**src/rtl/math_ctrl_pkg.sv**
```systemverilog
// Shared constants for the a*sqrt(b) math unit controller.
// Covers the register map, CTRL/STATUS bit positions and the FSM state encoding.
package math_ctrl_pkg;

    localparam logic [1:0] ADDR_OPA  = 2'd0;
    localparam logic [1:0] ADDR_OPB  = 2'd1;
    localparam logic [1:0] ADDR_CTRL = 2'd2;
    localparam logic [1:0] ADDR_RES  = 2'd3;

    // CTRL write bits; STATUS read bits share positions 1..3 with the W1C bits
    localparam int CTRL_GO      = 0;
    localparam int CTRL_DONE    = 1;
    localparam int CTRL_TIMEOUT = 2;
    localparam int CTRL_OVERRUN = 3;

    localparam int STAT_BUSY    = 0;
    localparam int STAT_DONE    = 1;
    localparam int STAT_TIMEOUT = 2;
    localparam int STAT_OVERRUN = 3;

    typedef enum logic [1:0] {
        S_IDLE  = 2'd0,
        S_START = 2'd1,
        S_WAIT  = 2'd2
    } state_t;

endpackage

```
**src/rtl/math_ctrl_timer.sv**
```systemverilog
// Clearable up-counter for the WAIT phase.
// terminal is high while the count equals TIMEOUT_CYCLES; the counter saturates there.
module math_ctrl_timer #(
    parameter int TIMEOUT_CYCLES = 64
) (
    input  logic clk_in,
    input  logic rst_in,
    input  logic clear,
    input  logic enable,
    output logic terminal
);

    localparam int CW = $clog2(TIMEOUT_CYCLES + 1);

    logic [CW-1:0] count_reg;

    assign terminal = (count_reg == CW'(TIMEOUT_CYCLES));

    always_ff @(posedge clk_in or posedge rst_in) begin
        if (rst_in) begin
            count_reg <= '0;
        end else if (clear) begin
            count_reg <= '0;
        end else if (enable && !terminal) begin
            count_reg <= count_reg + 1'b1;
        end
    end

endmodule

```
**src/rtl/math_unit_ctrl.sv**
```systemverilog
// Bus-side initiator for the a*sqrt(b) math unit: operand/control registers,
// start/busy handshake FSM, result capture and status flags.
module math_unit_ctrl
    import math_ctrl_pkg::*;
#(
    parameter int TIMEOUT_CYCLES = 64
) (
    input  logic        clk_in,
    input  logic        rst_in,
    input  logic        bus_we,
    input  logic        bus_re,
    input  logic [1:0]  bus_addr,
    input  logic [31:0] bus_wdata,
    output logic [31:0] bus_rdata,
    output logic        irq_done,
    output logic [7:0]  mu_a,
    output logic [7:0]  mu_b,
    output logic        mu_start,
    input  logic        mu_busy,
    input  logic [15:0] mu_res
);

    state_t      state_reg;
    logic [7:0]  opa_reg;
    logic [7:0]  opb_reg;
    logic [7:0]  op_a_reg;
    logic [7:0]  op_b_reg;
    logic [15:0] result_reg;
    logic        done_reg;
    logic        timeout_reg;
    logic        overrun_reg;
    logic        start_reg;
    logic        irq_reg;
    logic [31:0] rdata_reg;
    logic [31:0] rdata_next;
    logic        terminal;

    logic ctrl_wr;
    logic go;
    logic unused_wdata;

    assign ctrl_wr      = bus_we && (bus_addr == ADDR_CTRL);
    assign go           = ctrl_wr && bus_wdata[CTRL_GO];
    assign unused_wdata = &{1'b0, bus_wdata[31:8]};

    assign bus_rdata = rdata_reg;
    assign irq_done  = irq_reg;
    assign mu_a      = op_a_reg;
    assign mu_b      = op_b_reg;
    assign mu_start  = start_reg;

    math_ctrl_timer #(
        .TIMEOUT_CYCLES(TIMEOUT_CYCLES)
    ) u_timer (
        .clk_in  (clk_in),
        .rst_in  (rst_in),
        .clear   (state_reg == S_START),
        .enable  (state_reg == S_WAIT),
        .terminal(terminal)
    );

    always_comb begin
        rdata_next = 32'd0;
        case (bus_addr)
            ADDR_OPA:  rdata_next = {24'd0, opa_reg};
            ADDR_OPB:  rdata_next = {24'd0, opb_reg};
            ADDR_CTRL: begin
                rdata_next[STAT_BUSY]    = (state_reg != S_IDLE);
                rdata_next[STAT_DONE]    = done_reg;
                rdata_next[STAT_TIMEOUT] = timeout_reg;
                rdata_next[STAT_OVERRUN] = overrun_reg;
            end
            default:   rdata_next = {16'd0, result_reg};
        endcase
    end

    // W1C updates come first so any flag set later in this block wins the same cycle.
    always_ff @(posedge clk_in or posedge rst_in) begin
        if (rst_in) begin
            state_reg   <= S_IDLE;
            opa_reg     <= '0;
            opb_reg     <= '0;
            op_a_reg    <= '0;
            op_b_reg    <= '0;
            result_reg  <= '0;
            done_reg    <= 1'b0;
            timeout_reg <= 1'b0;
            overrun_reg <= 1'b0;
            start_reg   <= 1'b0;
            irq_reg     <= 1'b0;
            rdata_reg   <= '0;
        end else begin
            irq_reg <= 1'b0;

            if (bus_we && bus_addr == ADDR_OPA) opa_reg <= bus_wdata[7:0];
            if (bus_we && bus_addr == ADDR_OPB) opb_reg <= bus_wdata[7:0];
            if (ctrl_wr) begin
                if (bus_wdata[CTRL_DONE])    done_reg    <= 1'b0;
                if (bus_wdata[CTRL_TIMEOUT]) timeout_reg <= 1'b0;
                if (bus_wdata[CTRL_OVERRUN]) overrun_reg <= 1'b0;
            end

            case (state_reg)
                S_IDLE: begin
                    if (go) begin
                        op_a_reg    <= opa_reg;
                        op_b_reg    <= opb_reg;
                        done_reg    <= 1'b0;
                        timeout_reg <= 1'b0;
                        start_reg   <= 1'b1;
                        state_reg   <= S_START;
                    end
                end
                S_START: begin
                    start_reg <= 1'b0;
                    state_reg <= S_WAIT;
                end
                S_WAIT: begin
                    if (!mu_busy) begin
                        result_reg <= mu_res;
                        done_reg   <= 1'b1;
                        irq_reg    <= 1'b1;
                        state_reg  <= S_IDLE;
                    end else if (terminal) begin
                        timeout_reg <= 1'b1;
                        state_reg   <= S_IDLE;
                    end
                end
                default: begin
                    start_reg <= 1'b0;
                    state_reg <= S_IDLE;
                end
            endcase

            if (go && state_reg != S_IDLE) overrun_reg <= 1'b1;

            if (bus_re) rdata_reg <= rdata_next;
        end
    end

endmodule

```
**config.mk**
```make
export PLATFORM = sky130hd
export DESIGN_NAME = math_unit_ctrl
export DESIGN_NICKNAME = d
export VERILOG_FILES = /design/src/rtl/math_ctrl_pkg.sv /design/src/rtl/math_ctrl_timer.sv /design/src/rtl/math_unit_ctrl.sv
export SDC_FILE = /design/constraint.sdc
export NUM_CORES = 1
export LEC_CHECK = 0
export ABC_AREA = 1
export BUFFER_PORTS_ARGS = -buffer_cell sky130_fd_sc_hd__buf_2
export CORE_UTILIZATION = 45
export DETAILED_ROUTE_END_ITERATION = 16
export HOLD_SLACK_MARGIN = 0.15
export PLACE_DENSITY = 0.71
export SETUP_SLACK_MARGIN = 0.05
export SYNTH_ARGS = -nofsm -noshare
export SYNTH_HDL_FRONTEND = slang
export SYNTH_SLANG_ARGS = --single-unit
```
**constraint.sdc**
```tcl
create_clock -name clk_in -period 4.25 [get_ports clk_in]
set_input_delay 0.2125 -clock clk_in [delete_from_list [all_inputs] [get_ports clk_in]]
set_output_delay 0.2125 -clock clk_in [all_outputs]
set_load 0.1 [all_outputs]
```
==> results.md <==
- Outcome: finished, final reports clean
- Crit-path cells: nor2_2, inv_1, nor2_2, inv_2, nand2_1, nand2_1
- Count leader, synth: nand2_1
- Total grt overflow: 0
- CP Buf/Inv Count: 2
- Max frequency: ~550 MHz
- Rel. slew slack: 33.9%
- Commonest cells post-synth: 181 x nand2_1, 78 x dfrtp_1, 31 x o21ai_0
- Initial Utilization: between 40% and 50%
- TritonCTS buffer count: 9
- Area post-placement: 3760 um2
- WL per Instance: about 12 um
- Worst slew pin tran: slightly below 1 ns
- I/O Pins: 105
- Max-Cap Viols: 0
- Setup tns final: 0 ns
- First-pass DRT Iterations: 4
- Clk buf depth: 2
- Gr usage total: 19.7%
- Routed WL: 7.38 mm
- Net Sw Frac: between 40% and 50%
- RSZ-0062 raised after global routing: no
- Root buf cell: clkbuf_8
- Final Max Slew Viols: 0
- Number of global-route vias before repair: ~2600
- Cell variety after synth: 26
- Largest net degree at the start of global routing: 50
- Cell type with the largest total area after synthesis: dfrtp_1
- Die Width: 89.6 um
- Die area: between 8000 and 9000 um2
- Synth top area share: approximately 56%
- H-tree levels: 3
- Worst path max stage delay: ~0.56 ns
- Cells after Synth: roughly 410
- Ys Warns: 0
- Crit path max fanout: 18
- Pwr/cell area: between 500 and 600 nW/um2
- EDFF count, synth: 0
- Post-cts resize count: 0
- Multi-input logic area: approximately 1300 um2
- DRC Markers: 0
- Share of cells above drive strength 1: 19.0%
- CTS clk-pin slew, worst paths: around 0.08 ns
- CTS tree: built
- Clock share of power: 23.1%
- Logic pwr share: 35.2%
- Crit Path Category: flip-flop to flip-flop
- Final ANT Viol Nets: 0
- Mean Syn Cell Area: ~8.5 um2
- Largest family of logic cells by synthesized area: simple AND/OR/NAND/NOR gates
- Seq/Total Area, Yosys: 56.5%
- LEAKAGE: 2.23 nW
- Sink Count: 78
- Simple-gate share of the synthesized area: 27.4%
- DR vias: between 2000 and 3000
- CP Capture Type: flip-flop
- FF+latch count, synth: roughly 80
- Fin nets: ~550
- Internal power: 1.33 mW
- Max VDD drop: 0.216 mV
- Synth Area in Adders: less than 1%
- HPWL after DPL: just over 5 mm
- Hold WC Path Type: primary input to flip-flop
- Hold Violations, Final: 0
- Critical path's top delay family: simple AND/OR/NAND/NOR gates
- Startpoint Class: flip-flop
- # fillers: roughly 700
- Critical path required time: between 4 and 5 ns
- Drt via density: 4.79
- Time the worst path needs with I/O delays and setup: ~1.8 ns
- 1st-iter DRT viols: ~140
- Mux contribution to synthesized area: 0%
- Cell area after layout: 4170 um2
- Syn-to-layout area delta: 20.6%
- Worst-Skew Late Latency: ~0.35 ns
- Switching power: 1.05 mW
- Synth Area in XOR/XNOR: less than 1%
- CP max-delay cell: nor2_2
- Endpoints failing setup: 0
- Compound-cell area share of the yosys netlist: ~6%
- Initial antenna violation count: 0
- Rows: 31
- Top cells by area, synth: dfrtp_1 56%, nand2_1 20%, o21ai_0 4.5%, buf_4 3.7%, nand3_1 3.0%
- First-pass GRT wire length: between 10 and 15 mm
- Storage element area: 1950 um2
- Placer Congestion: around 0.84
- # diodes: 0
- Clock tree skew after final layout: 0.0116 ns
- Vert. Die Dim: around 90 um
- Fin crit share: between 40% and 50%
- Synth Flop Type: dfrtp_1
- Core Region: around 7300 um2
- Ys async rst share: 100%
- Reg power frac: 41.7%
- IO Port Bufs: 64
- CP arrival: 2.04 ns
- Synthesized cell area: 3460 um2
[stage by stage]
step / hold WS [ns] / util [%] / instances / total power, mW / setup WS [ns]
after floorplan: 0.322 / - / 422 / 1.69 / 2.04
after global placement: 0.415 / 51.3 / 557 / 1.81 / 2.50
after detailed placement: 0.415 / 51.3 / 557 / 1.83 / 2.42
after CTS: 0.150 / 56.9 / 594 / 2.40 / 2.43
after global routing: 0.160 / 56.9 / 594 / 2.51 / 2.21
final: 0.167 / 56.9 / 594 / 2.37 / 2.45
[layout make-up]
cell class                      count  area share (%)
Clock inverter                      6            1.47
Sequential cell                    78            46.8
Timing Repair Buffer               87            13.1
Inverter                           23            2.07
Tap cell                           99            2.97
Multi-Input combinational cell    291            30.3
Clock buffer                       10            3.30
[power groups by stage]
stage               Combinational, mW  Sequential, mW  Clock, mW
finish                          0.835           0.989      0.549
global route                    0.898            1.01      0.603
CTS                             0.842           0.988      0.566
detailed placement              0.827            1.00          0
global placement                0.811           0.996          0
floorplan                       0.280            1.41          0
[repair_timing]
item,4_1_cts,5_1_grt
endpoints found under the setup margin,0,0
hold buffers,21,0
endpoints found under the hold margin,69,0
setup buffers,0,0
[tightest hold or removal path: stages]
cell     delay, ns
buf_2         0.07
inv_1         0.06
o21ai_1       0.13
[per-layer routing]
layer	wire (um)	track usage [%]	vias to the layer above
li1	-	-	1408
met1	3430	25.4	1348
met2	3530	32.6	78
met3	318	5.03	9
met4	96	6.35	0
met5	0	0	-
[path summary, 6_finish.rpt]
kind                                                from                    endpoint  slack (ns)  depth (start not counted)
worst max-delay path            state_reg[0]$_DFFE_PP0P_  result_reg[15]$_DFFE_PP0P_        2.45                          6
worst min-delay path                        bus_wdata[1]      opb_reg[1]$_DFFE_PP0P_        0.17                          3
worst max register to register  state_reg[0]$_DFFE_PP0P_  result_reg[15]$_DFFE_PP0P_        2.45                          6
worst min register to register       mu_b[5]$_DFFE_PP0P_         mu_b[5]$_DFFE_PP0P_        0.47                          2
max in group asynchronous                         rst_in       timeout_reg$_DFF_PP0_        2.65                          4
min in group asynchronous                         rst_in   result_reg[8]$_DFFE_PP0P_        0.65                          3
[kinds of logic after synthesis]
kind of cell    Yosys count
simple gates            230
compound gates           41
other cells               1
flops                    78
fa+ha+maj                 2
xor+xnor                  2
buf+inv                  53
[cells in the final DEF (no fill, tap or decap)]
cell	count
clkbuf_8	10
nand4_1	6
nor3_2	1
nand2_2	1
o21ai_0	31
a21oi_1	5
ha_1	2
o21ai_1	1
nand3b_1	1
clkinvlp_4	1
nor2_4	2
buf_2	64
conb_1	16
a31oi_1	3
dfrtp_1	78
bufinv_16	1
buf_4	2
inv_2	4
nor2_2	3
dlygate4sd3_1	21
nand2_1	181
nand2_4	1
clkinv_2	3
nand3_1	21
xnor2_1	2
nor2_1	13
clkinv_4	1
inv_1	19
a41oi_1	1
Note: power is estimated with default switching activity, not from simulation.
